==> src/rtl/hazard_scoreboard_if.sv <==
// Decode-side handshake between the ID stage and the RAW hazard scoreboard.
interface hazard_scoreboard_if #(
    parameter int REG_ADDR_W  = 5,
    parameter int STALL_CNT_W = 32
);
    logic                   i_id_valid;
    logic                   i_flush;
    logic                   i_rs1_en;
    logic [REG_ADDR_W-1:0]  i_rs1_addr;
    logic                   i_rs2_en;
    logic [REG_ADDR_W-1:0]  i_rs2_addr;
    logic                   i_rd_wren;
    logic [REG_ADDR_W-1:0]  i_rd_addr;
    logic                   i_is_load;
    logic                   o_stall;
    logic                   o_stall_load;
    logic [STALL_CNT_W-1:0] o_stall_cnt;

    modport master (
        output i_id_valid, i_flush, i_rs1_en, i_rs1_addr, i_rs2_en, i_rs2_addr,
               i_rd_wren, i_rd_addr, i_is_load,
        input  o_stall, o_stall_load, o_stall_cnt
    );

    modport slave (
        input  i_id_valid, i_flush, i_rs1_en, i_rs1_addr, i_rs2_en, i_rs2_addr,
               i_rd_wren, i_rd_addr, i_is_load,
        output o_stall, o_stall_load, o_stall_cnt
    );
endinterface

==> src/rtl/hazard_scoreboard.sv <==
// RAW hazard tracker beside decode: per-register write-latency countdowns,
// ID stall generation with load attribution, and a saturating stall counter.
module hazard_scoreboard #(
    parameter int REG_ADDR_W  = 5,
    parameter int DEPTH       = 3,
    parameter int LOAD_EXTRA  = 1,
    parameter int STALL_CNT_W = 32
) (
    input  logic              i_clk,
    input  logic              i_reset,
    hazard_scoreboard_if.slave id_bus
);
    localparam int NREG = 2 ** REG_ADDR_W;
    localparam int CW   = $clog2(DEPTH + LOAD_EXTRA + 1);
    localparam logic [CW-1:0] ALU_LAT  = CW'(DEPTH);
    localparam logic [CW-1:0] LOAD_LAT = CW'(DEPTH + LOAD_EXTRA);

    logic [CW-1:0]          cnt [NREG];
    logic [NREG-1:0]        ld;
    logic                   hz1;
    logic                   hz2;
    logic                   stall;
    logic                   stall_load;
    logic                   issue;
    logic [CW-1:0]          issue_lat;
    logic [STALL_CNT_W-1:0] stall_cnt;

    // Entry 0 is never loaded, but the explicit address checks keep x0 idle
    // regardless of what sits in cnt[0].
    always_comb begin
        hz1        = id_bus.i_rs1_en && (id_bus.i_rs1_addr != '0)
                     && (cnt[id_bus.i_rs1_addr] != '0);
        hz2        = id_bus.i_rs2_en && (id_bus.i_rs2_addr != '0)
                     && (cnt[id_bus.i_rs2_addr] != '0);
        stall      = id_bus.i_id_valid && !id_bus.i_flush && (hz1 || hz2);
        stall_load = stall && ((hz1 && ld[id_bus.i_rs1_addr])
                            || (hz2 && ld[id_bus.i_rs2_addr]));
        issue      = id_bus.i_id_valid && !id_bus.i_flush && !stall
                     && id_bus.i_rd_wren && (id_bus.i_rd_addr != '0);
        issue_lat  = id_bus.i_is_load ? LOAD_LAT : ALU_LAT;
    end

    assign id_bus.o_stall      = stall;
    assign id_bus.o_stall_load = stall_load;
    assign id_bus.o_stall_cnt  = stall_cnt;

    // A fresh issue wins over the decrement, so a WAW reload restarts the count.
    always_ff @(posedge i_clk or posedge i_reset) begin
        if (i_reset) begin
            for (int r = 0; r < NREG; r++) begin
                cnt[r] <= '0;
            end
            ld <= '0;
        end else begin
            for (int r = 1; r < NREG; r++) begin
                if (issue && (id_bus.i_rd_addr == REG_ADDR_W'(r))) begin
                    cnt[r] <= issue_lat;
                    ld[r]  <= id_bus.i_is_load;
                end else if (cnt[r] != '0) begin
                    cnt[r] <= cnt[r] - CW'(1);
                    if (cnt[r] == CW'(1)) begin
                        ld[r] <= 1'b0;
                    end
                end
            end
        end
    end

    always_ff @(posedge i_clk or posedge i_reset) begin
        if (i_reset) begin
            stall_cnt <= '0;
        end else if (stall && (stall_cnt != '1)) begin
            stall_cnt <= stall_cnt + STALL_CNT_W'(1);
        end
    end
endmodule

==> src/flat_wrapper.sv <==
// flat-port wrapper written by rule: the top's interface ports become plain ports
module hazard_scoreboard_flat 
#(
    parameter int REG_ADDR_W  = 5,
    parameter int DEPTH       = 3,
    parameter int LOAD_EXTRA  = 1,
    parameter int STALL_CNT_W = 32
)
  (i_clk, i_reset, id_bus_i_id_valid, id_bus_i_flush, id_bus_i_rs1_en, id_bus_i_rs1_addr, id_bus_i_rs2_en, id_bus_i_rs2_addr, id_bus_i_rd_wren, id_bus_i_rd_addr, id_bus_i_is_load, id_bus_o_stall, id_bus_o_stall_load, id_bus_o_stall_cnt);
  hazard_scoreboard_if #(.REG_ADDR_W(REG_ADDR_W), .STALL_CNT_W(STALL_CNT_W)) id_bus_i ();
  input  logic i_clk;
  input  logic i_reset;
  input wire logic [$bits(id_bus_i.i_id_valid)-1:0] id_bus_i_id_valid;
  input wire logic [$bits(id_bus_i.i_flush)-1:0] id_bus_i_flush;
  input wire logic [$bits(id_bus_i.i_rs1_en)-1:0] id_bus_i_rs1_en;
  input wire logic [$bits(id_bus_i.i_rs1_addr)-1:0] id_bus_i_rs1_addr;
  input wire logic [$bits(id_bus_i.i_rs2_en)-1:0] id_bus_i_rs2_en;
  input wire logic [$bits(id_bus_i.i_rs2_addr)-1:0] id_bus_i_rs2_addr;
  input wire logic [$bits(id_bus_i.i_rd_wren)-1:0] id_bus_i_rd_wren;
  input wire logic [$bits(id_bus_i.i_rd_addr)-1:0] id_bus_i_rd_addr;
  input wire logic [$bits(id_bus_i.i_is_load)-1:0] id_bus_i_is_load;
  output wire logic [$bits(id_bus_i.o_stall)-1:0] id_bus_o_stall;
  output wire logic [$bits(id_bus_i.o_stall_load)-1:0] id_bus_o_stall_load;
  output wire logic [$bits(id_bus_i.o_stall_cnt)-1:0] id_bus_o_stall_cnt;
  assign id_bus_i.i_id_valid = id_bus_i_id_valid;
  assign id_bus_i.i_flush = id_bus_i_flush;
  assign id_bus_i.i_rs1_en = id_bus_i_rs1_en;
  assign id_bus_i.i_rs1_addr = id_bus_i_rs1_addr;
  assign id_bus_i.i_rs2_en = id_bus_i_rs2_en;
  assign id_bus_i.i_rs2_addr = id_bus_i_rs2_addr;
  assign id_bus_i.i_rd_wren = id_bus_i_rd_wren;
  assign id_bus_i.i_rd_addr = id_bus_i_rd_addr;
  assign id_bus_i.i_is_load = id_bus_i_is_load;
  assign id_bus_o_stall = id_bus_i.o_stall;
  assign id_bus_o_stall_load = id_bus_i.o_stall_load;
  assign id_bus_o_stall_cnt = id_bus_i.o_stall_cnt;
  hazard_scoreboard #(.REG_ADDR_W(REG_ADDR_W), .DEPTH(DEPTH), .LOAD_EXTRA(LOAD_EXTRA), .STALL_CNT_W(STALL_CNT_W)) u_core (.i_clk(i_clk), .i_reset(i_reset), .id_bus(id_bus_i));
endmodule
==> config.mk <==
export PLATFORM = sky130hd
export DESIGN_NAME = hazard_scoreboard_flat
export DESIGN_NICKNAME = d
export VERILOG_FILES = /design/src/rtl/hazard_scoreboard_if.sv /design/src/rtl/hazard_scoreboard.sv /design/src/flat_wrapper.sv
export SDC_FILE = /design/constraint.sdc
export NUM_CORES = 1
export LEC_CHECK = 0
export ABC_AREA = 1
export CORE_MARGIN = 2
export CORE_UTILIZATION = 50
export CTS_CLUSTER_DIAMETER = 30
export DETAILED_ROUTE_END_ITERATION = 12
export DONT_BUFFER_PORTS = 1
export GPL_TIMING_DRIVEN = 0
export PLACE_DENSITY = 0.68
export SYNTH_ARGS = -nofsm -noshare
export SYNTH_HDL_FRONTEND = slang
export SYNTH_SLANG_ARGS = --single-unit
==> constraint.sdc <==
create_clock -name i_clk -period 4.65 [get_ports i_clk]
set_clock_uncertainty 0.15 [all_clocks]
set_input_delay 0.465 -clock i_clk [delete_from_list [all_inputs] [get_ports i_clk]]
set_output_delay 0.465 -clock i_clk [all_outputs]
set_load 0.05 [all_outputs]
==> run summary <==
* Min-Delay Path Class: input port to flip-flop
* worst hold margin: 233 ps
* number of cell rows: 56
* sequential fraction of design power: 33.0%
* H-Tree Depth: 4
* Cells after Synth: 1,652
* wire length of the first global-routing pass: 57,800 um
* number of I/O pins: 57
* total count of max-transition violations in the final report: 0
* count of clock tree sinks: 156
* post-place setup slack: 909 ps
* IO buf count: 0
* Die Span Y: 159 um
* Bufs on Longest Clock Path: 2
* PD cells: 542 nW/um^2
* number of gates given a new drive strength after cts: 0
* Yosys warning total: 4
* area inside the core boundary: 23,500 sq um
* Post-synth top flop: sky130_fd_sc_hd__dfrtp_1
* required time of the worst setup path: 4030 ps
* CP Capture Type: primary output
* net switching power: 0.00315 W
* xor/xnor share of the synthesized area: 5.60%
* Net Sw Frac: 44.1%
* nature of the critical path startpoint: input port
* flop and latch count out of synthesis: 156
* initial antenna violation count: 2
* setup slack after layout: 802 ps
* clock insertion delay at the later pin of the skew report: 460 ps
* per-instance average area after synthesis: 7.30 sq um
* share of synthesized area spent on multiplexers: 0%
* Final Hold Viols: 0
* Yosys cell types: 46
* via density per instance: 5.54
* total routing resource utilization after global routing: 29.2%
* cell area after synthesis: 12,100 sq um
* static leakage power: 6.45 nW
* shortest clock period the worst path allows after layout: 3850 ps
* antenna diode count: 0
* final HPWL from detailed placement: 27,300 um
* GR met2 Demand/Resource: 46.5%
* RSZ-0062 raised after global routing: false
* initial cell density of the core: 51.2%
* count of vias placed by the detailed router: 11,100
* number of flops mapped to enable cells by yosys: 0
* GRT busiest layer: met2
* detailed-route DRC error count: 0
* setup total negative slack: 0 ps
* number of setup violations in the final report: 0
* CP Max Fanout: 10
* total global routing overflow: 0
* number of clock buffers inserted by TritonCTS: 17
* total routed wirelength: 36,300 um
* number of DRC violations after detailed-routing iteration 0: 999
* met3 track demand over resource: 6.69%
* # nets final: 1,793
* upper clock frequency limit: 260 MHz
* share of layout cells above drive strength 1: 8.23%
* compound-gate portion of the synthesized area: 11.5%
* remaining antenna violation count: 0
* number of max-cap violations: 0
* CTS tree: yes
* die area: 25,400 sq um
* area growth from synthesis to final layout: 9.05%
* proportion of power drawn by combinational gates: 46.5%
* Crit path arrival time: 3230 ps
* die span in x: 159 um
* Placer Congestion: 0.974
* outcome: finished, final reports clean
* internal power: 0.00398 W
* transition time of the tightest slew-check pin: 1240 ps
* main combinational cell family by area after synthesis: simple AND/OR/NAND/NOR gates
* worst IR drop on VDD: 348 uV
* part of the Yosys area used for sequential elements: 32.4%
* quantity of hold-fixing buffers added after cts: 1
* category of the critical setup timing path: input port to primary output
* Simple-Gate Fraction of Synth Area: 31.4%
* Routed WL per cell: 18.1 um
* number of buffers inserted by post-CTS setup repair: 0
* Syn Nets: 1,769
* max_slew headroom: 17.6%
* largest net degree at the start of global routing: 42
* final cycle utilization of the critical path: 82.7%
* clock tree root buffer cell: sky130_fd_sc_hd__clkbuf_16
* Clk network pwr share: 20.5%
* Global Route met1 Usage: 37.9%
* 1st-pass router iterations: 5
* synthesized-area fraction occupied by adder cells: 9.76%
* number of global-route vias before repair: 10,700
* asr flop ratio synth: 100%
* Clock transition at path regs: 70 ps
-- cell type report --
class / count / area, sq um
plain buffers: 45 / 333
clock buffers: 18 / 439
clock inverters: 14 / 159
fillers: 2304 / 10400
inverters: 206 / 790
multi-input cells: 1245 / 7030
flip-flops and latches: 156 / 3900
well taps: 319 / 399
repair buffers: 5 / 90.1
-- Yosys cell counts (all sizes together), types with 22 or more instances --
| library cell | number | area [sq um] |
|---|---|---|
| ha | 94 | 1180 |
| xor2 | 72 | 631 |
| dfrtp | 156 | 3900 |
| nand4 | 41 | 419 |
| o21bai | 22 | 165 |
| nand3 | 118 | 641 |
| inv | 203 | 774 |
| a21oi | 90 | 454 |
| buf | 33 | 278 |
| nand2 | 428 | 1650 |
| o21ai | 102 | 608 |
| nor2 | 227 | 952 |
-- flip-flops by register name (all words and copies together) (netlist names) --
signal,cells
u_core.cnt,93
u_core.id_bus.o_stall_cnt,32
u_core.ld,31
-- worst paths after layout --
path | cells past startpoint | endpoint | slack [ps] | startpoint
worst max-delay path | 14 | id_bus_o_stall_load | 800 | id_bus_i_rs2_addr[1]
max in group asynchronous | 4 | u_core.cnt[43] | 3220 | i_reset
worst min register to register | 2 | u_core.ld[6] | 390 | u_core.ld[6]
worst max register to register | 11 | u_core.id_bus.o_stall_cnt[18] | 1890 | u_core.id_bus.o_stall_cnt[2]
worst min-delay path | 4 | u_core.cnt[40] | 230 | id_bus_i_rd_addr[1]
min in group asynchronous | 2 | u_core.cnt[69] | 340 | i_reset
-- layer usage --
metal	up-vias	part of all wire, %
li1	5362	-
met1	5164	42
met2	487	45
met3	100	8.8
met4	2	4.5
met5	-	0.011
-- critical path, stage by stage --
cell and delay (ps):
sky130_fd_sc_hd__buf_4 180, sky130_fd_sc_hd__inv_4 170, sky130_fd_sc_hd__buf_4 250, sky130_fd_sc_hd__nand3_1 100
sky130_fd_sc_hd__nand3_1 120, sky130_fd_sc_hd__nand2_1 110, sky130_fd_sc_hd__nand2_1 70, sky130_fd_sc_hd__nand2_1 70
sky130_fd_sc_hd__nand2_1 100, sky130_fd_sc_hd__nand3_4 170, sky130_fd_sc_hd__buf_2 270, sky130_fd_sc_hd__a21oi_1 150
sky130_fd_sc_hd__nand2_1 60, sky130_fd_sc_hd__a21oi_1 940
-- cells in the final DEF, fill, tap and decap left out, types with 14 or more instances in the layout --
master	count
sky130_fd_sc_hd__o21bai_1	22
sky130_fd_sc_hd__nor3_1	14
sky130_fd_sc_hd__nor2_1	216
sky130_fd_sc_hd__inv_1	191
sky130_fd_sc_hd__ha_1	94
sky130_fd_sc_hd__a21oi_1	89
sky130_fd_sc_hd__xor2_1	72
sky130_fd_sc_hd__clkbuf_16	17
sky130_fd_sc_hd__o21ai_0	54
sky130_fd_sc_hd__dfrtp_1	156
sky130_fd_sc_hd__o21ai_1	22
sky130_fd_sc_hd__nand4_1	29
sky130_fd_sc_hd__nand3_1	114
sky130_fd_sc_hd__nand2_1	422
sky130_fd_sc_hd__o21ai_2	26
-- cells by family after synthesis --
logic type	Yosys count
xor gates and xnor gates	77
DFF	156
adders and majority gates	94
buffers and inverters	251
and+or+nand+nor	838
AOI/OAI and AO/OA	236
-- power groups by stage --
stage	clock network [W]	logic [W]	registers, W
4_1_cts	0.00148	0.00330	0.00234
3_5_place_dp	0	0.00326	0.00236
5_1_grt	0.00153	0.00384	0.00242
3_3_place_gp	0	0.00315	0.00235
6_report	0.00146	0.00331	0.00235
2_1_floorplan	0	0.00262	0.00224
-- per-stage QoR --
stage / util [%] / cells / instance area, sq um / power, W
2_1_floorplan: - / 1652 / 12100 / 0.00486
3_3_place_gp: 52.9 / 1971 / 12500 / 0.00551
3_5_place_dp: 53.2 / 1975 / 12500 / 0.00562
4_1_cts: 55.8 / 2008 / 13100 / 0.00712
5_1_grt: 55.8 / 2008 / 13100 / 0.00779
6_report: 55.8 / 2008 / 13100 / 0.00713
Note: power is estimated with default switching activity, not from simulation.
